===== config.mk =====
export PLATFORM = sky130hd
export DESIGN_NAME = counter_timer_ctrl
export DESIGN_NICKNAME = d
export VERILOG_FILES = /design/src/rtl/counter_timer_ctrl_pkg.sv /design/src/rtl/counter_timer_ctrl_edge_detect.sv /design/src/rtl/counter_timer_ctrl.sv
export SDC_FILE = /design/constraint.sdc
export NUM_CORES = 1
export LEC_CHECK = 0
export CAP_MARGIN = 10
export CORE_MARGIN = 3
export CORE_UTILIZATION = 45
export DETAILED_ROUTE_END_ITERATION = 10
export PLACE_DENSITY = 0.83
export SYNTH_ARGS = -nofsm -noshare
export SYNTH_HDL_FRONTEND = slang
export SYNTH_SLANG_ARGS = --single-unit

===== constraint.sdc =====
create_clock -name iClk -period 5.2 [get_ports iClk]
set_input_delay 1.04 -clock iClk [delete_from_list [all_inputs] [get_ports iClk]]
set_output_delay 1.04 -clock iClk [all_outputs]
set_load 0.01 [all_outputs]

===== src/rtl/counter_timer_ctrl_pkg.sv =====
// Shared encodings and defaults for the interval-timer controller.
package counter_timer_ctrl_pkg;

    localparam int STATE_W = 3;

    localparam logic [STATE_W-1:0] S_IDLE   = 3'd0;
    localparam logic [STATE_W-1:0] S_LOAD   = 3'd1;
    localparam logic [STATE_W-1:0] S_RUN    = 3'd2;
    localparam logic [STATE_W-1:0] S_PAUSED = 3'd3;
    localparam logic [STATE_W-1:0] S_ALARM  = 3'd4;

    localparam int DEFAULT_ALARM_TICKS = 4;
    localparam int ALARM_CNT_W         = 4;

endpackage


===== src/rtl/counter_timer_ctrl_edge_detect.sv =====
// One-cycle pulse on a rising or falling transition of a level input.
module edge_detect #(
    parameter bit RISING = 1'b1
) (
    input  logic clk_i,
    input  logic rst_ni,
    input  logic sig_i,
    output logic pulse_o
);

    logic prev_q;
    logic armed_q;

    // armed_q masks the first cycle after reset so a level already held
    // when reset releases is not mistaken for a fresh edge.
    always_ff @(posedge clk_i or negedge rst_ni) begin
        if (!rst_ni) begin
            prev_q  <= 1'b0;
            armed_q <= 1'b0;
        end else begin
            prev_q  <= sig_i;
            armed_q <= 1'b1;
        end
    end

    assign pulse_o = armed_q & (RISING ? (sig_i & ~prev_q) : (~sig_i & prev_q));

endmodule


===== src/rtl/counter_timer_ctrl.sv =====
// Interval-timer sequencer driving an up/down counter with built-in divider:
// load preset, count to target, pause/resume, timed alarm, optional reload.
module counter_timer_ctrl
    import counter_timer_ctrl_pkg::*;
#(
    parameter int ALARM_TICKS = DEFAULT_ALARM_TICKS,
    parameter int WIDTH       = 4
) (
    input  logic               iClk,
    input  logic               inReset,
    input  logic               iStart,
    input  logic               iPause,
    input  logic               iClear,
    input  logic               iDir,
    input  logic               iAutoReload,
    input  logic [WIDTH-1:0]   iPreset,
    input  logic               iClk_div,
    input  logic [WIDTH-1:0]   iCount_out,
    output logic               oLoad,
    output logic               oCount_en,
    output logic               oUp,
    output logic [WIDTH-1:0]   oCount_in,
    output logic               oAlarm,
    output logic               oDone,
    output logic [STATE_W-1:0] oState
);

    localparam logic [ALARM_CNT_W-1:0] ALARM_LAST = ALARM_CNT_W'(ALARM_TICKS - 1);

    logic start_ev, pause_ev, clear_ev, tick;

    edge_detect #(.RISING(1'b1)) u_start (
        .clk_i(iClk), .rst_ni(inReset), .sig_i(iStart), .pulse_o(start_ev));
    edge_detect #(.RISING(1'b1)) u_pause (
        .clk_i(iClk), .rst_ni(inReset), .sig_i(iPause), .pulse_o(pause_ev));
    edge_detect #(.RISING(1'b1)) u_clear (
        .clk_i(iClk), .rst_ni(inReset), .sig_i(iClear), .pulse_o(clear_ev));
    edge_detect #(.RISING(1'b0)) u_tick (
        .clk_i(iClk), .rst_ni(inReset), .sig_i(iClk_div), .pulse_o(tick));

    logic [STATE_W-1:0]     state_q, state_d;
    logic                   dir_q, dir_d;
    logic [WIDTH-1:0]       preset_q, preset_d;
    logic [WIDTH-1:0]       target_q, target_d;
    logic [ALARM_CNT_W-1:0] alarm_cnt_q, alarm_cnt_d;
    logic                   load_armed_q;

    logic                   load_d, count_en_d, up_d, alarm_d, done_d;
    logic [WIDTH-1:0]       count_in_d;

    logic                   load_q, count_en_q, up_q, alarm_q, done_q;
    logic [WIDTH-1:0]       count_in_q;

    always_comb begin
        state_d     = state_q;
        dir_d       = dir_q;
        preset_d    = preset_q;
        target_d    = target_q;
        alarm_cnt_d = alarm_cnt_q;

        if (clear_ev) begin
            state_d     = S_IDLE;
            alarm_cnt_d = '0;
        end else begin
            case (state_q)
                S_IDLE: begin
                    if (start_ev && (iPreset != '0)) begin
                        dir_d    = iDir;
                        preset_d = iPreset;
                        target_d = iDir ? iPreset : '0;
                        state_d  = S_LOAD;
                    end
                end
                S_LOAD: begin
                    // The tick seen here lags the counter's own edge by one
                    // cycle, so only trust it once oLoad was already presented.
                    if (tick && load_armed_q) state_d = S_RUN;
                end
                S_RUN: begin
                    if (iCount_out == target_q) state_d = S_ALARM;
                    else if (pause_ev)          state_d = S_PAUSED;
                end
                S_PAUSED: begin
                    if (pause_ev) state_d = S_RUN;
                end
                S_ALARM: begin
                    if (start_ev) begin
                        alarm_cnt_d = '0;
                        if (iPreset != '0) begin
                            dir_d    = iDir;
                            preset_d = iPreset;
                            target_d = iDir ? iPreset : '0;
                            state_d  = S_LOAD;
                        end else begin
                            state_d  = S_IDLE;
                        end
                    end else if (tick) begin
                        if (alarm_cnt_q == ALARM_LAST) begin
                            alarm_cnt_d = '0;
                            state_d     = iAutoReload ? S_LOAD : S_IDLE;
                        end else begin
                            alarm_cnt_d = alarm_cnt_q + 1'b1;
                        end
                    end
                end
                default: begin
                    state_d     = S_IDLE;
                    alarm_cnt_d = '0;
                end
            endcase
        end
    end

    // Outputs are decoded from the next state so they change together with it.
    always_comb begin
        load_d     = (state_d == S_LOAD);
        count_en_d = (state_d == S_LOAD) || (state_d == S_RUN);
        up_d       = dir_d && ((state_d == S_LOAD) || (state_d == S_RUN) || (state_d == S_PAUSED));
        count_in_d = ((state_d == S_IDLE) || dir_d) ? '0 : preset_d;
        alarm_d    = (state_d == S_ALARM);
        done_d     = (state_d == S_ALARM) && (state_q != S_ALARM);
    end

    always_ff @(posedge iClk or negedge inReset) begin
        if (!inReset) begin
            state_q      <= S_IDLE;
            dir_q        <= 1'b0;
            preset_q     <= '0;
            target_q     <= '0;
            alarm_cnt_q  <= '0;
            load_armed_q <= 1'b0;
            load_q       <= 1'b0;
            count_en_q   <= 1'b0;
            up_q         <= 1'b0;
            count_in_q   <= '0;
            alarm_q      <= 1'b0;
            done_q       <= 1'b0;
        end else begin
            state_q      <= state_d;
            dir_q        <= dir_d;
            preset_q     <= preset_d;
            target_q     <= target_d;
            alarm_cnt_q  <= alarm_cnt_d;
            load_armed_q <= (state_q == S_LOAD) && (state_d == S_LOAD);
            load_q       <= load_d;
            count_en_q   <= count_en_d;
            up_q         <= up_d;
            count_in_q   <= count_in_d;
            alarm_q      <= alarm_d;
            done_q       <= done_d;
        end
    end

    assign oLoad     = load_q;
    assign oCount_en = count_en_q;
    assign oUp       = up_q;
    assign oCount_in = count_in_q;
    assign oAlarm    = alarm_q;
    assign oDone     = done_q;
    assign oState    = state_q;

endmodule

After elaboration in Yosys (flattened, before gate mapping). Index checks and enable logic that the tools add are counted. Widths: inputs -> output; s select.

Output and inout port bits: 12. Bits in registers: 31. Word-level logic and storage cells: 95. Bits of input ports: 16.

Eq/ne operators: 16. Multiplexer cells: 33. Reduce and logical (&&, ||, !) cells: 15. Bitwise gates (word level): 13. Add/subtract/negate cells: 1.

Operator list (count): $mux 4 (13); $mux 3 (9); $pmux 4 s2 (3); $pmux 3 s5 (1); $eq 3x2->1 const B (4); $and 1x1->1 (8); $eq 3x1->1 const B (2); $eq 3x3->1 const B (2); $logic_not 3->1 (2); $mux 1 (6); $ne 2x2->1 const B (3); $logic_and 1x1->1 (5); $not 1->1 (5); $reduce_and 5->1 (1); $add 4x1->4 const B (1); $eq 4x2->1 const B (1); $eq 4x4->1 (1); $ne 4x4->1 const B (1); $reduce_bool 4->1 (1); $reduce_or 4->1 (1); $logic_or 1x1->1 (3); $ne 3x3->1 const B (1); $ne 2x1->1 const B (1); $pmux 1 s2 (1); 2 further kinds (2).

Logic depth before layout (Yosys ltp). Gate-level depths: netlist of run 1.

Depth in word-level cells: 11. Gate-level depth with buffers: 6. Mapped depth without buffers: 5.

By module. From an unflattened synthesis of run 1, not the netlist that was laid out.

Cell total of the unflattened synthesis: 136. Area total of the unflattened synthesis: 1506.4 sq um.

By module, submodules not included: counter_timer_ctrl (area an instance 1256.2 sq um, instances 1, cells each 120, seq. area each 650.6 sq um); edge_detect (area an instance 62.6 sq um, instances 4, cells each 4, seq. area each 50.0 sq um).

Worst setup path before layout of run 1. No wires, ideal clock.

Kind: input -> register. Start point: in iClear. End point: reg count_in_q[1], in the netlist oCount_in[1]. Data arrival time: 2297 ps. Required time: 5078 ps. Setup slack: 2781 ps. Stages on the path: 6. Path buffers: 2. Setup time: 122 ps. Path through: and3b_1 -> buf_6 -> nor4_4 -> buf_6 -> mux2_4 -> nor2b_2.

Elaborated cells on any way between the ends: 8. Those cells by class: mux (4); bitwise (2); reduce/logical (2).

RTL lines: from (decl) (line counter_timer_ctrl.sv:13) `input logic iClear,`; $and 1x1->1 (2 in series) (line counter_timer_ctrl_edge_detect.sv:26) `assign pulse_o = armed_q & (RISING ? (sig_i & ~prev_q) : (~sig_i & prev_q));`; $mux 4 (line counter_timer_ctrl.sv:61) `if (clear_ev) begin`; net preset_d[1] (line counter_timer_ctrl.sv:43) `logic [WIDTH-1:0] preset_q, preset_d;`; $mux 4 (line counter_timer_ctrl.sv:119) `count_in_d = ((state_d == S_IDLE) || dir_d) ? '0 : preset_d;`; net count_in_d[1] (line counter_timer_ctrl.sv:49) `logic [WIDTH-1:0] count_in_d;`; to (signal assigned) (line counter_timer_ctrl.sv:148) `count_in_q <= count_in_d;`; to (decl) (line counter_timer_ctrl.sv:52) `logic [WIDTH-1:0] count_in_q;`.

The timed path passes the listed nets, and every way through them passes these cells. A chain may end at the register's enable or synchronous reset.

Final worst setup path of run 1.
Start point: in iClear. End point: reg count_in_q[3], in the netlist oCount_in[3].

Longest elaborated chain between the ends: 6. Elaborated cells on any way between the ends: 8. Those cells by class: mux (4); bitwise (2); reduce/logical (2).

RTL lines (line): $and 1x1->1 * (2 in series) (counter_timer_ctrl_edge_detect.sv:26); $mux 3 (counter_timer_ctrl.sv:61); $logic_not 3->1 (counter_timer_ctrl.sv:119); $logic_or 1x1->1 (counter_timer_ctrl.sv:119); $mux 4 * (counter_timer_ctrl.sv:119); net count_in_d[3] (counter_timer_ctrl.sv:49).

The timed path passes the listed nets; every way through them passes the cells marked *.

==> flow_metrics.py, run 1 <==
metrics = {
    "yosys": {
        "synthArstFlopShare": 1.00,
        "ys.flop_type": "dfrtp_1",
        "synth_edf_count": 0,
        "synth.most_common_cell": "dfrtp_1",
        "synth_nets": 139,
        "yosysSeqAreaShare": 0.536,
        "synth.ff_latch_count": 31,
        "ys.warnings.count": 0,
        "synth_area_um2": 1450,
        "synth_area_leaders": "dfrtp_1, nor4_4, nand3_1",
        "syn_area_per_cell_um2": 11.9,
        "yosysTopAreaCell": "dfrtp_1",
        "synth.top_cells.by_count": "dfrtp_1, inv_1, nand3_1",
        "yosysTopAreaCellShare": 0.536,
        "synth_cell_types": 40,
        "synthCells": 122,
    },
    "timing": {
        "rsz0062_at_grt": "false",
        "max_slew_margin": 0.536,
        "tns_ns": 0,
        "drv_slew": 0,
        "setup_viol": 0,
        "worst-slew-pin-transition_ns": 0.691,
        "fin_skew_ns": 0.00716,
        "max_freq_ghz": 0.334,
        "hold_viol_final": 0,
        "fin_crit_sh": 0.575,
        "fin_crit_ns": 2.99,
    },
    "worst_setup_path": {
        "r2r.worst_path.cells": 5,
        "endpoint": "oCount_in[3]$_DFF_PN0_",
        "cp_max_fo": 13,
        "regToRegEndpoint": "oCount_in[3]$_DFF_PN0_",
        "rr_startpoint": "oState[1]$_DFF_PN0_",
        "crit_type": "in -> reg",
        "required_ns": 5.45,
        "critical_path_arrival_ns": 3.25,
        "worstSetupEndpointType": "flop",
        "worstSetupStartpointType": "input pin",
        "regToRegSetupSlack_ns": 2.86,
        "crit_start": "iClear",
    },
    "cts": {
        "numCtsBuffers": 5,
        "post_cts_resized": 0,
        "cts_hold_buf": 0,
        "ctsLongestPathBuffers": 2,
        "cts_tree": "done",
        "clock_latency_ns": 0.33,
        "cts.clk_slew.worst_paths_ns": 0.09,
        "clkSinkCount": 31,
        "cts_setup_buffers": 0,
        "cts_root_buffer": "clkbuf_4",
        "htree_levels": 2,
    },
    "floorplanning": {
        "core_um2": 2900,
        "die_y_um": 62.7,
        "rows": 19,
        "ios": 28,
        "die_area_um2": 3930,
        "start_util": 0.499,
        "die_w_um": 62.7,
    },
    "global_routing": {
        "grt.total_usage": 0.161,
        "grt-ovfl-total": 0,
        "grt_max_degree": 32,
        "grt_pass1_vias": 1132,
        "grt_antenna_before_repair": 0,
        "grt_pass1_wl_um": 4930,
    },
    "routing": {
        "wl_met2_um": 1420,
        "wl_um": 2850,
        "drt-met1-wl_um": 1170,
        "vias": 1036,
        "wl_met3_um": 204,
        "first_pass_iters": 4,
        "detail-route-antenna-nets": 0,
        "drc": 0,
        "dr.first_iter.drc_count": 41,
        "highest_layer": "met4",
        "vias_per_cell": 5.23,
        "wire_per_inst_um": 14.4,
    },
    "status": {
        "status": "complete, no violations",
    },
    "pwr": {
        "p_per_area_nw_per_um2": 442,
        "p_leak_nw": 0.775,
        "max-vdd-ir-drop_mv": 0.233,
    },
    "run": {
        "max_cap_viol_count": 0,
    },
    "final_layout": {
        "antennaDiodeCount": 0,
        "fillers": 254,
        "final_cell_count_no_fill": 198,
        "area_delta_synth_final_pct": 26.0,
        "final_area_um2": 1820,
        "fin_nets": 172,
        "layout-drive-gt1-share": 0.173,
    },
    "placement": {
        "numPortBuffers": 27,
        "dp_hpwl_um": 2160,
        "globalplace.congestion": 0.820,
        "dpl_cell_area_um2": 1760,
        "dpl.cell_count": 190,
    },
    "hold_path": {
        "hp-class": "reg -> reg",
        "min_from": "preset_q[1]$_DFF_PN0_",
    },
}
layout make-up:
type                    count  area (um^2)  share of cell area
multi-input cells          80          616               0.337
clock buffers               8         68.8              0.0377
well taps                  42         52.6              0.0288
repair buffers             28          278               0.152
inverters                   9         33.8              0.0185
flip-flops and latches     31          776               0.425
layout by cell type, fill, tap and decap left out, types with 2 or more instances in the layout:
cell and count:
nor2_1 6, nor2b_2 2, clkbuf_4 5, clkbuf_8 2, nor4_2 2, dfrtp_1 31
and3_1 2, xnor2_1 2, mux2_2 2, mux2_4 2, a31o_2 2, xor2_1 4
o22ai_1 4, nand2b_1 3, a21oi_1 5, nor4_4 2, nand3_1 7, clkdlybuf4s50_1 27
nor3_1 2, o21ai_0 5, nand3b_1 4, inv_1 9, nor2b_1 2, mux2i_1 2
nand2_1 3
worst min-delay path by stage:
stage	to	slack [ns]	depth (start not counted)
after floorplan	preset_q[1]$_DFF_PN0_	0.46	1
final	preset_q[1]$_DFF_PN0_	0.51	1
after CTS	preset_q[1]$_DFF_PN0_	0.51	1
after global routing	preset_q[1]$_DFF_PN0_	0.53	1
after detailed placement	preset_q[1]$_DFF_PN0_	0.49	1
after global placement	preset_q[0]$_DFF_PN0_	0.49	1
metrics by stage:
stage	total power [mW]	hold WS (ns)	utilization	setup slack [ns]
after floorplan	0.535	0.464	-	2.78
after global placement	0.642	0.485	0.605	2.02
after detailed placement	0.655	0.487	0.605	1.86
after CTS	0.812	0.514	0.629	2.23
after global routing	0.855	0.533	0.629	2.03
final	0.807	0.514	0.629	2.21
per-layer routing:
| metal | vias to the layer above | GRT usage |
|---|---|---|
| met4 | 0 | 0.0716 |
| li1 | 493 | - |
| met2 | 34 | 0.277 |
| met3 | 7 | 0.0665 |
| met5 | - | 0 |
| met1 | 502 | 0.172 |
sequential cells by signal (all words and copies together) (netlist names):
name            cells
u_start.prev_q      1
dir_q               1
target_q            4
oCount_en           1
oLoad               1
alarm_cnt_q         4
preset_q            4
oDone               1
load_armed_q        1
u_tick.prev_q       1
oState              3
oAlarm              1
u_pause.prev_q      1
oUp                 1
oCount_in           4
u_clear.prev_q      1
u_tick.armed_q      1
critical path: stages:
cell	delay [ns]
clkdlybuf4s50_1	0.44
and3b_1	0.27
nor4_4	0.68
mux2i_1	0.38
nand3_1	0.23
nor2b_1	0.20
where the power goes:
part,internal (mW),total [mW],switching [mW]
clock network,0.0795,0.158,0.0789
registers,0.307,0.346,0.0390
logic,0.155,0.303,0.148
total,0.541,0.807,0.266
kinds of logic after synthesis:
logic type / synth area share
buffers and inverters: 0.0389
AO/OA/AOI/OAI: 0.107
adder cells (fa/ha/maj): 0.00864
multiplexers: 0.0501
other: 0.00259
AND/OR/NAND/NOR: 0.220
XOR/XNOR: 0.0363
flip-flops: 0.536
Note: power is estimated with default switching activity, not from simulation.
==> run 2: changes to the inputs <==
--- a/config.mk
+++ b/config.mk
@@ -9,7 +9,7 @@
 export CORE_MARGIN = 3
 export CORE_UTILIZATION = 45
 export DETAILED_ROUTE_END_ITERATION = 10
-export PLACE_DENSITY = 0.83
+export PLACE_DENSITY = 0.86
 export SYNTH_ARGS = -nofsm -noshare
 export SYNTH_HDL_FRONTEND = slang
 export SYNTH_SLANG_ARGS = --single-unit
==> constraint.sdc (replaced) <==
create_clock -name iClk -period 2.41 [get_ports iClk]
set_input_delay 0.482 -clock iClk [delete_from_list [all_inputs] [get_ports iClk]]
set_output_delay 0.482 -clock iClk [all_outputs]
set_load 0.01 [all_outputs]
==> run 2 against run 1 <==
Effect of this change:
- clock power grew 74%
- largest cell class unchanged
- core utilization grew 0.65 points
- first-iteration DRC count grew 29%
- sequential cell count is the same
- sequential power grew 110%
==> flow_metrics.py, run 2 (synthesized netlist as in run 1, its figures left out) <==
metrics = {
    "final_layout": {
        "fillers": 275,
        "final_cell_count_no_fill": 203,
        "fin_nets": 177,
        "layout_commonest_cell": "dfrtp_1",
        "antennaDiodeCount": 0,
        "layout-drive-gt1-share": 0.193,
        "final_cell_mix": "dfrtp_1, clkdlybuf4s50_1, inv_1",
        "area_delta_synth_final_pct": 27.3,
    },
    "routing": {
        "wire_per_inst_um": 14.6,
        "vias": 1059,
        "drc": 0,
        "detail-route-antenna-nets": 0,
        "wl_um": 2970,
        "dr.first_iter.drc_count": 53,
        "vias_per_cell": 5.22,
        "first_pass_iters": 4,
    },
    "timing": {
        "setup_viol": 0,
        "rsz0062_at_grt": "false",
        "fin_crit_ns": 2.00,
        "fin_crit_sh": 0.830,
        "tns_ns": 0,
        "hold_viol_final": 0,
        "fin_skew_ns": 0.00541,
        "max_slew_margin": 0.636,
        "drv_slew": 0,
        "worst-slew-pin-transition_ns": 0.540,
        "max_freq_ghz": 0.500,
    },
    "pwr": {
        "p_per_area_nw_per_um2": 922,
        "p_sw_mw": 0.565,
        "max-vdd-ir-drop_mv": 0.463,
        "p_comb_frac": 0.401,
        "netSwitchingFraction": 0.332,
        "p_clk_frac": 0.162,
        "p_seq_frac": 0.437,
        "p_int_mw": 1.14,
        "p_leak_nw": 0.791,
    },
    "cts": {
        "cts.clk_slew.worst_paths_ns": 0.08,
        "cts_root_buffer": "clkbuf_4",
        "cts_tree": "done",
        "clock_latency_ns": 0.33,
        "htree_levels": 2,
        "cts_setup_buffers": 0,
        "post_cts_resized": 0,
        "ctsLongestPathBuffers": 2,
        "clkSinkCount": 31,
        "cts_hold_buf": 0,
        "numCtsBuffers": 5,
    },
    "placement": {
        "dpl.cell_count": 195,
        "numPortBuffers": 27,
        "globalplace.congestion": 0.903,
        "dp_hpwl_um": 2290,
    },
    "global_routing": {
        "grt-ovfl-total": 0,
        "grt_max_degree": 32,
        "grt.total_usage": 0.173,
        "grt_pass1_wl_um": 5310,
        "grt_antenna_before_repair": 0,
        "grt_util_met2": 0.290,
        "grt.met3_usage": 0.0647,
        "grt_pass1_vias": 1165,
        "grt-busiest-layer": "met2",
        "met1_usage": 0.189,
    },
    "floorplanning": {
        "core_um2": 2900,
        "die_y_um": 62.7,
        "rows": 19,
        "ios": 28,
        "die_area_um2": 3930,
        "start_util": 0.499,
        "die_w_um": 62.7,
    },
    "worst_setup_path": {
        "worstSetupStartpointType": "input pin",
        "crit_type": "in -> reg",
        "critical_path_arrival_ns": 2.21,
        "worstSetupEndpointType": "flop",
        "required_ns": 2.62,
        "cp_max_fo": 12,
    },
    "run": {
        "max_cap_viol_count": 0,
    },
    "hold_path": {
        "hp-class": "reg -> reg",
    },
    "status": {
        "status": "complete, no violations",
    },
}
==> run 2: area by class of cell <==
| type | count | area [um^2] | share of cell area |
|---|---|---|---|
| well taps | 42 | 52.6 | 0.0285 |
| clock inverters | 1 | 5.00 | 0.00272 |
| multi-input cells | 80 | 616 | 0.334 |
| clock buffers | 7 | 45.0 | 0.0244 |
| inverters | 9 | 33.8 | 0.0183 |
| repair buffers | 33 | 315 | 0.171 |
| flip-flops and latches | 31 | 776 | 0.421 |
==> run 2: power by group through the flow <==
stage                     sequential, mW  combinational, mW  clock (mW)
after global routing               0.767              0.748       0.317
after detailed placement           0.757              0.691           0
after global placement             0.748              0.665           0
after floorplan                    0.769              0.386           0
after CTS                          0.746              0.694       0.289
final                              0.743              0.682       0.275
==> run 2: worst paths after layout <==
kind                                        from                      end  slack [ns]  cells past startpoint
setup reg to reg             oState[1]$_DFF_PN0_   oCount_in[0]$_DFF_PN0_        0.43                      5
hold reg to reg            preset_q[3]$_DFF_PN0_    preset_q[3]$_DFF_PN0_        0.50                      1
hold / removal             preset_q[3]$_DFF_PN0_    preset_q[3]$_DFF_PN0_        0.50                      1
max in group asynchronous                inReset          oLoad$_DFF_PN0_        1.58                      2
min in group asynchronous                inReset  target_q[0]$_DFFE_PN0P_        0.54                      2
setup / recovery                          iClear   oCount_in[0]$_DFF_PN0_        0.41                      6
==> run 2: critical path, cell delays in order <==
cell and delay (ns):
clkdlybuf4s50_1 0.45, and3b_1 0.23, nor4_4 0.33, buf_4 0.24, mux2_2 0.35, nor2b_1 0.13
==> run 2: metrics by stage <==
step | hold slack [ns] | instance area [um^2] | total power, mW | setup WS, ns | util
3_3_place_gp | 0.481 | 1790 | 1.41 | 0.112 | 0.618
2_1_floorplan | 0.186 | 1450 | 1.15 | 0.549 | -
6_report | 0.500 | 1840 | 1.70 | 0.410 | 0.635
5_1_grt | 0.525 | 1840 | 1.83 | 0.334 | 0.635
3_5_place_dp | 0.486 | 1790 | 1.45 | 0.0399 | 0.618
4_1_cts | 0.506 | 1840 | 1.73 | 0.391 | 0.635
==> run 2: layer usage <==
| metal | part of all wire | wire length, um | vias up |
|---|---|---|---|
| li1 | - | - | 505 |
| met1 | 0.38 | 1120 | 492 |
| met2 | 0.51 | 1510 | 53 |
| met3 | 0.091 | 271 | 9 |
| met4 | 0.026 | 76 | 0 |
| met5 | 0 | 0 | - |
==> run 3: changes to the inputs <==
--- a/config.mk
+++ b/config.mk
@@ -9,7 +9,7 @@
 export CORE_MARGIN = 3
 export CORE_UTILIZATION = 45
 export DETAILED_ROUTE_END_ITERATION = 10
-export PLACE_DENSITY = 0.86
+export PLACE_DENSITY = 0.83
 export SYNTH_ARGS = -nofsm -noshare
 export SYNTH_HDL_FRONTEND = slang
 export SYNTH_SLANG_ARGS = --single-unit
==> constraint.sdc (replaced) <==
create_clock -name iClk -period 2 [get_ports iClk]
set_input_delay 0.4 -clock iClk [delete_from_list [all_inputs] [get_ports iClk]]
set_output_delay 0.4 -clock iClk [all_outputs]
set_load 0.01 [all_outputs]
==> run 3 against run 2 <==
Effect of this change:
- wire length is 3.6% lower
- core utilization rose by 4.1 points
- sequential cell count did not move
- clock-buffer cell count shrank 1
- sequential power increased by 16%
- via count increased by 1.8%
- worst hold slack lost 0.047 ns
- setup slack worse by 0.27 ns
- highest routed layer unchanged
- clock skew increased by 0.0031 ns
- register-to-register slack worse by 0.22 ns
==> flow_metrics.py, run 3 (synthesized netlist as in run 1, its figures left out) <==
metrics = {
    "global_routing": {
        "grt_max_degree": 32,
        "grt-ovfl-total": 0,
        "grt_pass1_wl_um": 5000,
        "grt.met3_usage": 0.0540,
        "grt_util_met2": 0.268,
        "grt_pass1_vias": 1109,
        "grt.total_usage": 0.163,
        "met1_usage": 0.193,
        "grt_antenna_before_repair": 0,
        "grt-busiest-layer": "met2",
    },
    "worst_setup_path": {
        "regToRegSetupSlack_ns": 0.21,
        "cp_num_cells": 7,
        "crit_start": "iClear",
        "crit_type": "in -> reg",
        "worstSetupEndpointType": "flop",
        "critical_path_arrival_ns": 2.05,
        "endpoint": "oCount_en$_DFF_PN0_",
        "path_buf_inv": 2,
        "rr_startpoint": "u_tick.armed_q$_DFF_PN0_",
        "crit_chain": "clkdlybuf4s50_1 -> and3b_1 -> buf_4 -> or3_4 -> o32ai_4 -> or2_2 -> mux2i_1",
        "cp_slowest_stage_delay_ns": 0.44,
        "regToRegEndpoint": "oCount_en$_DFF_PN0_",
        "r2r.worst_path.cells": 6,
        "cp_max_fo": 3,
        "path_delay_family": "simple AND/OR/NAND/NOR gates",
        "worstSetupStartpointType": "input pin",
        "crit_slowest_cell": "clkdlybuf4s50_1",
        "required_ns": 2.20,
    },
    "routing": {
        "vias": 1078,
        "vias_per_cell": 4.97,
        "drc": 0,
        "dr.first_iter.drc_count": 8,
        "detail-route-antenna-nets": 0,
        "first_pass_iters": 3,
        "wl_um": 2870,
        "wire_per_inst_um": 13.2,
    },
    "timing": {
        "fin_hold_ws_ns": 0.454,
        "fin_crit_ns": 1.86,
        "hold_viol_final": 0,
        "worst_slack_ns": 0.143,
        "setup_viol": 0,
        "drv_slew": 0,
        "rsz0062_at_grt": "false",
        "fin_crit_sh": 0.929,
        "fin_skew_ns": 0.00855,
        "max_freq_ghz": 0.538,
    },
    "pwr": {
        "netSwitchingFraction": 0.323,
        "finalPower_mw": 2.14,
        "p_clk_frac": 0.165,
        "p_leak_nw": 0.869,
        "p_comb_frac": 0.432,
        "p_int_mw": 1.45,
        "p_sw_mw": 0.689,
        "p_per_area_nw_per_um2": 1090,
        "max-vdd-ir-drop_mv": 0.626,
        "p_seq_frac": 0.403,
    },
    "cts": {
        "ctsLongestPathBuffers": 2,
        "cts_hold_buf": 0,
        "clkSinkCount": 31,
        "cts_root_buffer": "clkbuf_4",
        "numCtsBuffers": 5,
        "htree_levels": 2,
        "cts_setup_buffers": 0,
        "clock_latency_ns": 0.32,
        "cts_tree": "done",
        "cts.clk_slew.worst_paths_ns": 0.09,
        "post_cts_resized": 0,
    },
    "floorplanning": {
        "rows": 19,
        "core_um2": 2900,
        "die_y_um": 62.7,
        "die_w_um": 62.7,
        "start_util": 0.499,
        "die_area_um2": 3930,
        "ios": 28,
    },
    "final_layout": {
        "final_cell_count_no_fill": 217,
        "antennaDiodeCount": 0,
        "area_delta_synth_final_pct": 35.5,
        "layout-drive-gt1-share": 0.269,
        "final_cell_mix": "dfrtp_1, clkdlybuf4s50_1, buf_4",
        "layout_commonest_cell": "dfrtp_1",
        "fin_nets": 192,
    },
    "placement": {
        "globalplace.congestion": 0.847,
        "dpl_worst_slack_ns": -0.200,
        "dpl.cell_count": 210,
        "dp_hpwl_um": 2270,
        "numPortBuffers": 27,
    },
    "status": {
        "status": "complete, no violations",
    },
    "hold_path": {
        "hp-class": "in -> async",
    },
    "run": {
        "max_cap_viol_count": 0,
    },
}
==> run 3: layout make-up <==
class / instances / area [um^2]
Clock inverter: 1 / 5.00
Sequential cell: 31 / 776
Fill cell: 235 / 938
Tap cell: 42 / 52.6
Clock buffer: 6 / 51.3
Inverter: 9 / 33.8
Timing Repair Buffer: 48 / 428
Multi-Input combinational cell: 80 / 616
==> run 3: per-layer routing <==
metal | vias to the layer above | part of all wire | wire, um
met5 | - | 0 | 0
met4 | 0 | 0.017 | 49
li1 | 533 | - | -
met2 | 30 | 0.50 | 1440
met1 | 511 | 0.42 | 1210
met3 | 4 | 0.057 | 163
==> run 3: power by group through the flow <==
| stage | sequential (mW) | clock [mW] | combinational, mW |
|---|---|---|---|
| after floorplan | 0.927 | 0 | 0.465 |
| after global placement | 0.874 | 0 | 0.898 |
| after detailed placement | 0.878 | 0 | 0.928 |
| after CTS | 0.864 | 0.368 | 0.932 |
| after global routing | 0.883 | 0.402 | 1.00 |
| final | 0.861 | 0.353 | 0.922 |
==> run 3: through the flow <==
step | util | TNS (ns) | area (um^2)
finish | 0.676 | 0 | 1960
global route | 0.676 | 0 | 1960
CTS | 0.676 | 0 | 1960
detailed placement | 0.657 | -1.76 | 1910
global placement | 0.657 | -1.34 | 1910
floorplan | - | 0 | 1450
==> run 3: worst min path at each step <==
stage / slack [ns] / to / cells after the start / startpoint
2_1_floorplan: 0.10 / alarm_cnt_q[0]$_DFFE_PN0P_ / 0 / inReset
3_3_place_gp: 0.48 / preset_q[1]$_DFF_PN0_ / 1 / preset_q[1]$_DFF_PN0_
3_5_place_dp: 0.49 / preset_q[2]$_DFF_PN0_ / 1 / preset_q[2]$_DFF_PN0_
4_1_cts: 0.46 / target_q[1]$_DFFE_PN0P_ / 2 / inReset
5_1_grt: 0.48 / target_q[1]$_DFFE_PN0P_ / 2 / inReset
6_report: 0.45 / target_q[2]$_DFFE_PN0P_ / 2 / inReset
==> run 3: worst reg2reg max path, cell delays in order (launching register included) <==
cell and delay, ns:
dfrtp_1 0.43, and3b_1 0.24, buf_4 0.15, or3_4 0.35
o32ai_4 0.29, or2_2 0.15, mux2i_1 0.06
